`config.mk`:
```
export PLATFORM = sky130hd
export DESIGN_NAME = ps2_cmd_ctrl
export DESIGN_NICKNAME = d
export VERILOG_FILES = /design/src/rtl/ps2_cmd_ctrl.sv
export SDC_FILE = /design/constraint.sdc
export NUM_CORES = 1
export LEC_CHECK = 0
export CORE_MARGIN = 2
export CORE_UTILIZATION = 30
export DETAILED_ROUTE_END_ITERATION = 6
export GPL_TIMING_DRIVEN = 0
export PLACE_DENSITY = 0.46
export RECOVER_POWER = 25
export SKIP_CTS_REPAIR_TIMING = 1
export SLEW_MARGIN = 20
export SYNTH_ARGS = -nofsm -noshare
export SYNTH_HDL_FRONTEND = slang
export SYNTH_SLANG_ARGS = --single-unit
```
`constraint.sdc`:
```
create_clock -name clk -period 6.8 [get_ports clk]
set_clock_uncertainty 0.1 [all_clocks]
set_input_delay 2.04 -clock clk [delete_from_list [all_inputs] [get_ports clk]]
set_output_delay 2.04 -clock clk [all_outputs]
set_load 0.005 [all_outputs]
```
`src/rtl/ps2_cmd_ctrl.sv`:
```
// ps2_cmd_ctrl: host-to-device PS/2 command sequencer.
// Sends a command byte and an optional argument byte to the device:
// clock inhibit, request-to-send, 11-bit frame, line-ACK check, then
// waits for 0xFA / 0xFE from the existing receive path.
// Optional build macro: PS2_CMD_RETRY_EN enables resending a byte after 0xFE
// (up to MAX_RETRY times per byte). Without it, 0xFE is a device reject.
//
// state     | meaning
// ----------+----------------------------------------------------------
// IDLE      | ready for a command, both lines released
// INHIBIT   | kbclk held low for INHIBIT_CYC cycles
// RTS       | kbclk released, kbdata held low as the start bit
// SEND      | data/parity/stop shifted on device falling edges, ACK on 11
// WAIT_RESP | waiting for the device response byte (0xFA / 0xFE)
module ps2_cmd_ctrl #(
   parameter int INHIBIT_CYC = 5000,
   parameter int TIMEOUT_CYC = 1000000,
   parameter int MAX_RETRY   = 3
) (
   input  logic       clk,
   input  logic       rst,
   input  logic       cmd_valid,
   output logic       cmd_ready,
   input  logic [7:0] cmd_byte,
   input  logic       has_arg,
   input  logic [7:0] arg_byte,
   input  logic       kbclk_i,
   input  logic       kbdata_i,
   output logic       kbclk_oe,
   output logic       kbdata_oe,
   input  logic       rx_valid,
   input  logic [7:0] rx_byte,
   output logic       busy,
   output logic       done,
   output logic       err,
   output logic [1:0] err_code
);

   localparam logic [2:0] S_IDLE    = 3'd0;
   localparam logic [2:0] S_INHIBIT = 3'd1;
   localparam logic [2:0] S_RTS     = 3'd2;
   localparam logic [2:0] S_SEND    = 3'd3;
   localparam logic [2:0] S_WAIT    = 3'd4;

   localparam logic [1:0] E_NO_ACK  = 2'd1;
   localparam logic [1:0] E_TIMEOUT = 2'd2;
   localparam logic [1:0] E_REJECT  = 2'd3;

   localparam logic [7:0] RSP_ACK    = 8'hFA;
   localparam logic [7:0] RSP_RESEND = 8'hFE;

   // Down-counters are loaded with N-1 and expire at terminal count zero,
   // so a phase lasts exactly N cycles.
   localparam int INH_W = (INHIBIT_CYC > 1) ? $clog2(INHIBIT_CYC) : 1;
   localparam int WD_W  = (TIMEOUT_CYC > 1) ? $clog2(TIMEOUT_CYC) : 1;
   localparam logic [INH_W-1:0] INH_LOAD = INH_W'(INHIBIT_CYC - 1);
   localparam logic [WD_W-1:0]  WD_LOAD  = WD_W'(TIMEOUT_CYC - 1);

`ifdef PS2_CMD_RETRY_EN
   localparam int RTY_W = (MAX_RETRY > 0) ? $clog2(MAX_RETRY + 1) : 1;
   localparam logic [RTY_W-1:0] RTY_MAX = RTY_W'(MAX_RETRY);
   logic [RTY_W-1:0] retry_cnt;
`endif

   logic [2:0]       state;
   logic [7:0]       tx;
   logic [7:0]       arg_q;
   logic             arg_pend;
   logic [3:0]       bit_n;
   logic [INH_W-1:0] inh_cnt;
   logic [WD_W-1:0]  wd_cnt;

   logic kbclk_m, kbclk_s, kbclk_d;
   logic kbdata_m, kbdata_s;
   logic kb_fall;

   assign cmd_ready = (state == S_IDLE);
   assign busy      = (state != S_IDLE);
   assign kb_fall   = kbclk_d & ~kbclk_s;

   // Two-flop synchronizers for the raw lines plus one delay for edge detect.
   always_ff @(posedge clk) begin
      if (rst) begin
         kbclk_m  <= 1'b1;
         kbclk_s  <= 1'b1;
         kbclk_d  <= 1'b1;
         kbdata_m <= 1'b1;
         kbdata_s <= 1'b1;
      end else begin
         kbclk_m  <= kbclk_i;
         kbclk_s  <= kbclk_m;
         kbclk_d  <= kbclk_s;
         kbdata_m <= kbdata_i;
         kbdata_s <= kbdata_m;
      end
   end

`ifdef PS2_CMD_RETRY_EN
   // Resend counter: cleared per accepted command and whenever a byte is ACKed.
   always_ff @(posedge clk) begin
      if (rst) begin
         retry_cnt <= '0;
      end else if (state == S_IDLE && cmd_valid) begin
         retry_cnt <= '0;
      end else if (state == S_WAIT && rx_valid) begin
         if (rx_byte == RSP_ACK) begin
            retry_cnt <= '0;
         end else if (rx_byte == RSP_RESEND && retry_cnt < RTY_MAX) begin
            retry_cnt <= retry_cnt + RTY_W'(1);
         end
      end
   end
`endif

   // Sequencer: line drive, bit counter, timers and completion reporting.
   always_ff @(posedge clk) begin
      if (rst) begin
         state     <= S_IDLE;
         kbclk_oe  <= 1'b0;
         kbdata_oe <= 1'b0;
         done      <= 1'b0;
         err       <= 1'b0;
         err_code  <= 2'd0;
         tx        <= 8'h00;
         arg_q     <= 8'h00;
         arg_pend  <= 1'b0;
         bit_n     <= 4'd0;
         inh_cnt   <= '0;
         wd_cnt    <= '0;
      end else begin
         done <= 1'b0;
         err  <= 1'b0;
         case (state)
            S_IDLE: begin
               if (cmd_valid) begin
                  tx        <= cmd_byte;
                  arg_q     <= arg_byte;
                  arg_pend  <= has_arg;
                  err_code  <= 2'd0;
                  inh_cnt   <= INH_LOAD;
                  kbclk_oe  <= 1'b1;
                  kbdata_oe <= 1'b0;
                  state     <= S_INHIBIT;
               end
            end

            S_INHIBIT: begin
               if (inh_cnt == '0) begin
                  kbclk_oe  <= 1'b0;
                  kbdata_oe <= 1'b1;
                  bit_n     <= 4'd0;
                  wd_cnt    <= WD_LOAD;
                  state     <= S_RTS;
               end else begin
                  inh_cnt <= inh_cnt - INH_W'(1);
               end
            end

            S_RTS: begin
               wd_cnt <= WD_LOAD;
               state  <= S_SEND;
            end

            S_SEND: begin
               if (kb_fall) begin
                  // bit_n holds the number of edges seen before this one.
                  bit_n  <= bit_n + 4'd1;
                  wd_cnt <= WD_LOAD;
                  if (bit_n < 4'd8) begin
                     kbdata_oe <= ~tx[bit_n[2:0]];
                  end else if (bit_n == 4'd8) begin
                     // Odd parity bit is ~^tx; the line is driven low for a 0.
                     kbdata_oe <= ^tx;
                  end else if (bit_n == 4'd9) begin
                     kbdata_oe <= 1'b0;
                  end else if (!kbdata_s) begin
                     state <= S_WAIT;
                  end else begin
                     err       <= 1'b1;
                     err_code  <= E_NO_ACK;
                     kbclk_oe  <= 1'b0;
                     kbdata_oe <= 1'b0;
                     arg_pend  <= 1'b0;
                     state     <= S_IDLE;
                  end
               end else if (wd_cnt == '0) begin
                  err       <= 1'b1;
                  err_code  <= E_TIMEOUT;
                  kbclk_oe  <= 1'b0;
                  kbdata_oe <= 1'b0;
                  arg_pend  <= 1'b0;
                  state     <= S_IDLE;
               end else begin
                  wd_cnt <= wd_cnt - WD_W'(1);
               end
            end

            S_WAIT: begin
               if (rx_valid) begin
                  if (rx_byte == RSP_ACK) begin
                     if (arg_pend) begin
                        tx        <= arg_q;
                        arg_pend  <= 1'b0;
                        inh_cnt   <= INH_LOAD;
                        kbclk_oe  <= 1'b1;
                        kbdata_oe <= 1'b0;
                        state     <= S_INHIBIT;
                     end else begin
                        done  <= 1'b1;
                        state <= S_IDLE;
                     end
`ifdef PS2_CMD_RETRY_EN
                  end else if (rx_byte == RSP_RESEND && retry_cnt < RTY_MAX) begin
                     inh_cnt   <= INH_LOAD;
                     kbclk_oe  <= 1'b1;
                     kbdata_oe <= 1'b0;
                     state     <= S_INHIBIT;
`endif
                  end else begin
                     err       <= 1'b1;
                     err_code  <= E_REJECT;
                     kbclk_oe  <= 1'b0;
                     kbdata_oe <= 1'b0;
                     arg_pend  <= 1'b0;
                     state     <= S_IDLE;
                  end
               end else if (wd_cnt == '0) begin
                  err       <= 1'b1;
                  err_code  <= E_TIMEOUT;
                  kbclk_oe  <= 1'b0;
                  kbdata_oe <= 1'b0;
                  arg_pend  <= 1'b0;
                  state     <= S_IDLE;
               end else begin
                  wd_cnt <= wd_cnt - WD_W'(1);
               end
            end

            default: begin
               kbclk_oe  <= 1'b0;
               kbdata_oe <= 1'b0;
               state     <= S_IDLE;
            end
         endcase
      end
   end

endmodule

```
# Yosys cells after proc, flatten, opt, wreduce, memory -nomap -nowiden
# Index checks and enable logic that the tools add are counted.
# word_totals
out_inout_bits	8
reg_bits	68
word_cells	153
input_bits	31
# op_classes
reduce_logical	21
bitwise	7
n_addsub	3
n_mux	81
magnitude_cmp	2
eq_ne	22
# ops
op	n
20-bit 2-to-1 mux	4
20-bit case mux with 4 select lines	1
13-bit 2-to-1 mux	5
13-bit case mux with 3 select lines	1
1-bit 2-to-1 mux	36
8-bit 2-to-1 mux	4
3-bit 2-to-1 mux	10
20-bit logical NOT	1
20-bit by 1-bit subtractor with 20-bit output, second input constant	1
2-bit 2-to-1 mux	9
2-bit != test, second input constant	8
8-bit case mux with 2 select lines	1
3-bit != test, second input constant	5
3-bit case mux with 5 select lines	1
5-bit AND reduction	3
13-bit logical NOT	1
13-bit by 1-bit subtractor with 13-bit output, second input constant	1
6-bit AND reduction	2
1-bit case mux with 5 select lines	2
3-bit nonzero test	3
4-bit == test, second input constant	2
8-bit == test, second input constant	1
4-bit 2-to-1 mux	2
4-bit case mux with 2 select lines	1
23 further kinds	31

# Logic depth before layout (Yosys ltp)
# logic_depth
word_depth	6
mapped_depth	9
depth_no_buf	7

# Worst setup path after synthesis
# OpenSTA, ideal clock, no wires.
# synth_timing
kind	input -> register
startpoint	input rx_byte[0]
endpoint	register inh_cnt[11]
stages	6
n_path_buf	1
setup_time_ns	0.072
arrival_time_ns	3.523
slack_ns	3.105
required_time_ns	6.628
cell_sequence	nor4bb_1 -> and4_1 -> clkbuf_1 -> nand3_1 -> a211oi_1 -> mux2i_1
# synth_between
elab_chain_cells	3
# synth_rtl
element	line_no	source
from (decl)	32	input logic [7:0] rx_byte,
8-bit == test	200	if (rx_byte == RSP_ACK) begin
2-bit != test (no line)	--	
6-bit AND reduction (no line)	--	
to (signal assigned)	155	inh_cnt <= inh_cnt - INH_W'(1);
to (decl)	70	logic [INH_W-1:0] inh_cnt;
# Every way passes these cells.
# A chain may end at the register's enable or synchronous reset.

# Worst setup path in the final report
# layout_timing
startpoint	input rx_valid
endpoint	register wd_cnt[19]
# layout_between
elab_chain_cells	2
# layout_rtl
element	line_no	source
from (decl)	31	input logic rx_valid,
2-bit != test (no line)	--	
3-bit AND reduction (no line)	--	
to (signal assigned)	194	wd_cnt <= wd_cnt - WD_W'(1);
to (signal assigned)	235	wd_cnt <= wd_cnt - WD_W'(1);
to (decl)	71	logic [WD_W-1:0] wd_cnt;
# Every way passes these cells.

==> qor_table.md <==
| Step | Item | This run |
|:---|:---|:---|
| placement | Pre-CTS setup slack | 2.24 ns |
| finish | Share of layout cells above drive strength 1 | 0.0808 |
| timing | Maximum clock frequency | 0.238 GHz |
| power and ir drop | Static leakage | 1.59 nW |
| finish | Number of cells in the finished layout apart from fillers | 642 |
| logic synthesis | YS warnings | 0 |
| route | Vias post-DR | 3520 |
| timing | Slew at the pin closest to its max-slew limit | 0.944 ns |
| logic synthesis | Share of async-settable or async-resettable flops after synthesis | 0 |
| worst hold path | Hold Path Class | reg -> reg |
| timing | Final number of setup-violating endpoints | 0 |
| logic synthesis | Synth Area per Inst | 8.39 sq um |
| global route | GRT overflow | 0 |
| clock network | Skew-Pair Late Insertion Delay | 0.33 ns |
| floorplan | Std-Cell Rows | 40 |
| route | Initial DRC Count | 223 |
| finish | Number of nets in the final layout | 526 |
| clock network | Number of buffers created by CTS | 9 |
| timing | Worst Slack Setup Final | 2.60 ns |
| clock network | Max clock buf depth | 2 |
| logic synthesis | EDFF count, synth | 0 |
| worst setup path | CP Launch Type | primary input |
| finish | Post-layout utilization of the core | 0.378 |
| logic synthesis | Largest family of logic cells by synthesized area | simple AND/OR/NAND/NOR gates |
| route | Average detailed-routed wire length per instance | 17.2 microns |
| logic synthesis | Cell types with the largest area share after synthesis | dfxtp_1, nand2_1, a211oi_1 |
| logic synthesis | Synth cell types | 69 |
| logic synthesis | Predominant post-synthesis flop cell | dfxtp_1 |
| power and ir drop | PwrDens | 428 nW/um^2 |
| logic synthesis | Gate Count Post-Synth | 441 |
| timing | Number of max-slew violations in the final report | 0 |
| floorplan | Die width | 115 microns |
| timing | Period utilisation layout | 0.618 |
| worst setup path | Required time of the critical path | 6.88 ns |
| global route | Number of antenna violations at the first check in global routing | 0 |
| placement | Number of buffer cells added on primary ports | 38 |
| placement | Routability-driven placement congestion ratio | 0.788 |
| clock network | Sink count of the clock tree | 68 |
| logic synthesis | Adder-cell share of the synthesized area | 0.0169 |
| floorplan | Die ar. | 13200 sq um |
| placement | Placed Cells incl. Taps | 626 |
| logic synthesis | Xor/xnor share of the synthesized area | 0.0166 |
| clock network | TritonCTS clock tree | yes |
| global route | First-pass GRT wire length | 18100 microns |
| logic synthesis | Share of the yosys chip area belonging to registers | 0.368 |
| power and ir drop | Largest voltage drop on the vdd net | 145 uV |
| timing | Slew HR | 0.364 |
| floorplan | Number of I/O pins | 39 |
| job | Max Cap Viol | 0 |
| floorplan | Initial core utilization | 0.308 |
| logic synthesis | Portion of netlist area occupied by mux cells | 0.0423 |
| route | DRT Wirelength | 11000 microns |
| logic synthesis | Fraction of the mapped netlist area in simple logic gates | 0.255 |
| route | Number of nets still failing antenna checks after routing | 0 |
| timing | Final count of hold timing violations | 0 |
| finish | Antenna Cells | 0 |
| placement | HPWL after detailed placement | 8160 microns |
| route | Post-DR vias/cell | 5.48 |
| status | Status | completed |
| finish | Number of inserted filler cells in the final layout | 1276 |
| route | Detailed-route DRC error count | 0 |
| clock network | Root buf cell | clkbuf_16 |
| logic synthesis | Dominant cell type by area after synthesis | dfxtp_1 |
| logic synthesis | Cell area after synthesis | 3700 sq um |
| timing | Accumulated negative setup slack | 0 ns |
| logic synthesis | Net count of the mapped netlist | 477 |
| global route | Via count of the first global-routing pass | 3502 |
| timing | RSZ-0062 raised after global routing | no |
| worst setup path | CP arrival | 4.28 ns |
| worst setup path | CP Max Fanout | 10 |
| global route | Pin count of the biggest net entering global routing | 12 |
| clock network | Number of H-tree levels | 3 |
| worst setup path | Type of the worst setup path | in -> reg |
| logic synthesis | FF+latch count, synth | 68 |
| global route | Total routing resource utilization after global routing | 0.178 |
| clock network | Clock-pin slew on the worst setup and hold paths | 0.05 ns |
| power and ir drop | Power consumption | 1.94 mW |
| timing | Final critical-path required period | 4.20 ns |
| floorplan | Core area | 12000 sq um |
| worst setup path | Critical Path Sink Type | register |
| floorplan | Y dimension of the die | 115 microns |
| finish | Area growth from synthesis to layout | 22.5% |
| route | First-pass DRT Iterations | 4 |
| logic synthesis | Fraction of the mapped netlist area in compound gates | 0.251 |
| logic synthesis | Synth top area share | 0.368 |
-- worst max-delay path, stage by stage --
cell and delay (ns):
dlygate4sd3_1 0.60, o21ai_0 0.22, o21ai_0 0.38, clkbuf_1 0.34, buf_2 0.26, o41ai_1 0.32
a21oi_1 0.11
-- cells in the mapped netlist (2+ instances only) --
| master | n |
|---|---|
| dfxtp_1 | 68 |
| nand2_1 | 44 |
| nor2_1 | 27 |
| a21oi_1 | 20 |
| clkbuf_1 | 20 |
| o21ai_0 | 19 |
| a211oi_1 | 17 |
| inv_1 | 17 |
| nor3_1 | 17 |
| nand3_1 | 16 |
| o31ai_1 | 11 |
| a311oi_1 | 10 |
| mux2i_1 | 10 |
| a31oi_1 | 9 |
| or3_1 | 9 |
| or4_1 | 9 |
| nand2b_1 | 8 |
| nor4_1 | 8 |
| a2111oi_0 | 6 |
| nand4_1 | 6 |
| xnor2_1 | 6 |
| and4_1 | 5 |
| buf_2 | 5 |
| ha_1 | 5 |
| or2_2 | 5 |
| o21ai_1 | 4 |
| o41ai_1 | 4 |
| nor3b_1 | 3 |
| o211ai_1 | 3 |
| a21boi_0 | 2 |
| a21o_1 | 2 |
| a221oi_1 | 2 |
| and2_1 | 2 |
| mux4_2 | 2 |
| nand3b_1 | 2 |
| nand4b_1 | 2 |
| nor4_2 | 2 |
| o2111ai_1 | 2 |
| o311a_1 | 2 |
-- metal layers --
| metal | vias up | global-route usage | part of all wire |
|---|---|---|---|
| met5 | - | 0 | 0 |
| met4 | 0 | 0.0771 | 0.018 |
| met3 | 15 | 0.0358 | 0.026 |
| met2 | 47 | 0.285 | 0.47 |
| met1 | 1675 | 0.233 | 0.49 |
| li1 | 1783 | - | - |
-- cells in the final DEF (no fill, tap or decap), types with 10 or more instances in the layout --
master / instances
dfxtp_1: 68
nand2_1: 44
clkdlybuf4s50_1: 30
nor2_1: 27
clkbuf_1: 22
o21ai_0: 21
a21oi_1: 20
inv_1: 17
nor3_1: 17
a211oi_1: 17
nand3_1: 16
o31ai_1: 11
a311oi_1: 10
mux2i_1: 10
-- sequential cells by signal, indices dropped and copies added, names as in the netlist --
name and cells:
state 3, arg_pend 1, kbdata_s 1, tx 8, kbclk_s 1, inh_cnt 13
kbdata_m 1, kbdata_oe 1, err 1, done 1, err_code 2, bit_n 4
arg_q 8, wd_cnt 20, kbclk_oe 1, kbclk_m 1, kbclk_d 1
-- stage by stage --
stage	instance area [sq um]	hold WS (ns)
after floorplan	3700	0.289
after global placement	4270	0.296
after detailed placement	4270	0.297
after CTS	4540	0.306
after global routing	4530	0.320
final	4530	0.303
-- kinds of logic (layout without fill, tap and decap cells) --
kind of cell,Yosys count,after routing
AOI/OAI and AO/OA,129,129
xor gates and xnor gates,7,7
adders and majority gates,5,5
buffers and inverters,45,99
DFF,68,68
muxes,13,13
and+or+nand+nor,174,174
-- path summary, 6_finish.rpt --
path	start	to	slack, ns	cells after the start
max	rx_valid	wd_cnt[19]	2.60	7
min	kbclk_m	kbclk_s	0.30	1
max reg2reg	inh_cnt[0]	wd_cnt[10]	3.72	9
min reg2reg	kbclk_m	kbclk_s	0.30	1
-- area by class of cell --
cell class                      instances  area, sq um  share of cell area
Multi-Input combinational cell        328         2150               0.475
Tap cell                              147          184              0.0406
Sequential cell                        68         1360               0.300
Clock inverter                          5         27.5             0.00607
Clock buffer                           11          243              0.0535
Inverter                               18         67.6              0.0149
Timing Repair Buffer                   38          380              0.0839
Buffer                                 27          118              0.0259
-- power by group --
| part | switching, mW | internal, mW | total [mW] |
|---|---|---|---|
| clock network | 0.175 | 0.254 | 0.429 |
| logic | 0.567 | 0.350 | 0.917 |
| registers | 0.0956 | 0.501 | 0.596 |
| total | 0.837 | 1.11 | 1.94 |
Note: power is estimated with default switching activity, not from simulation.
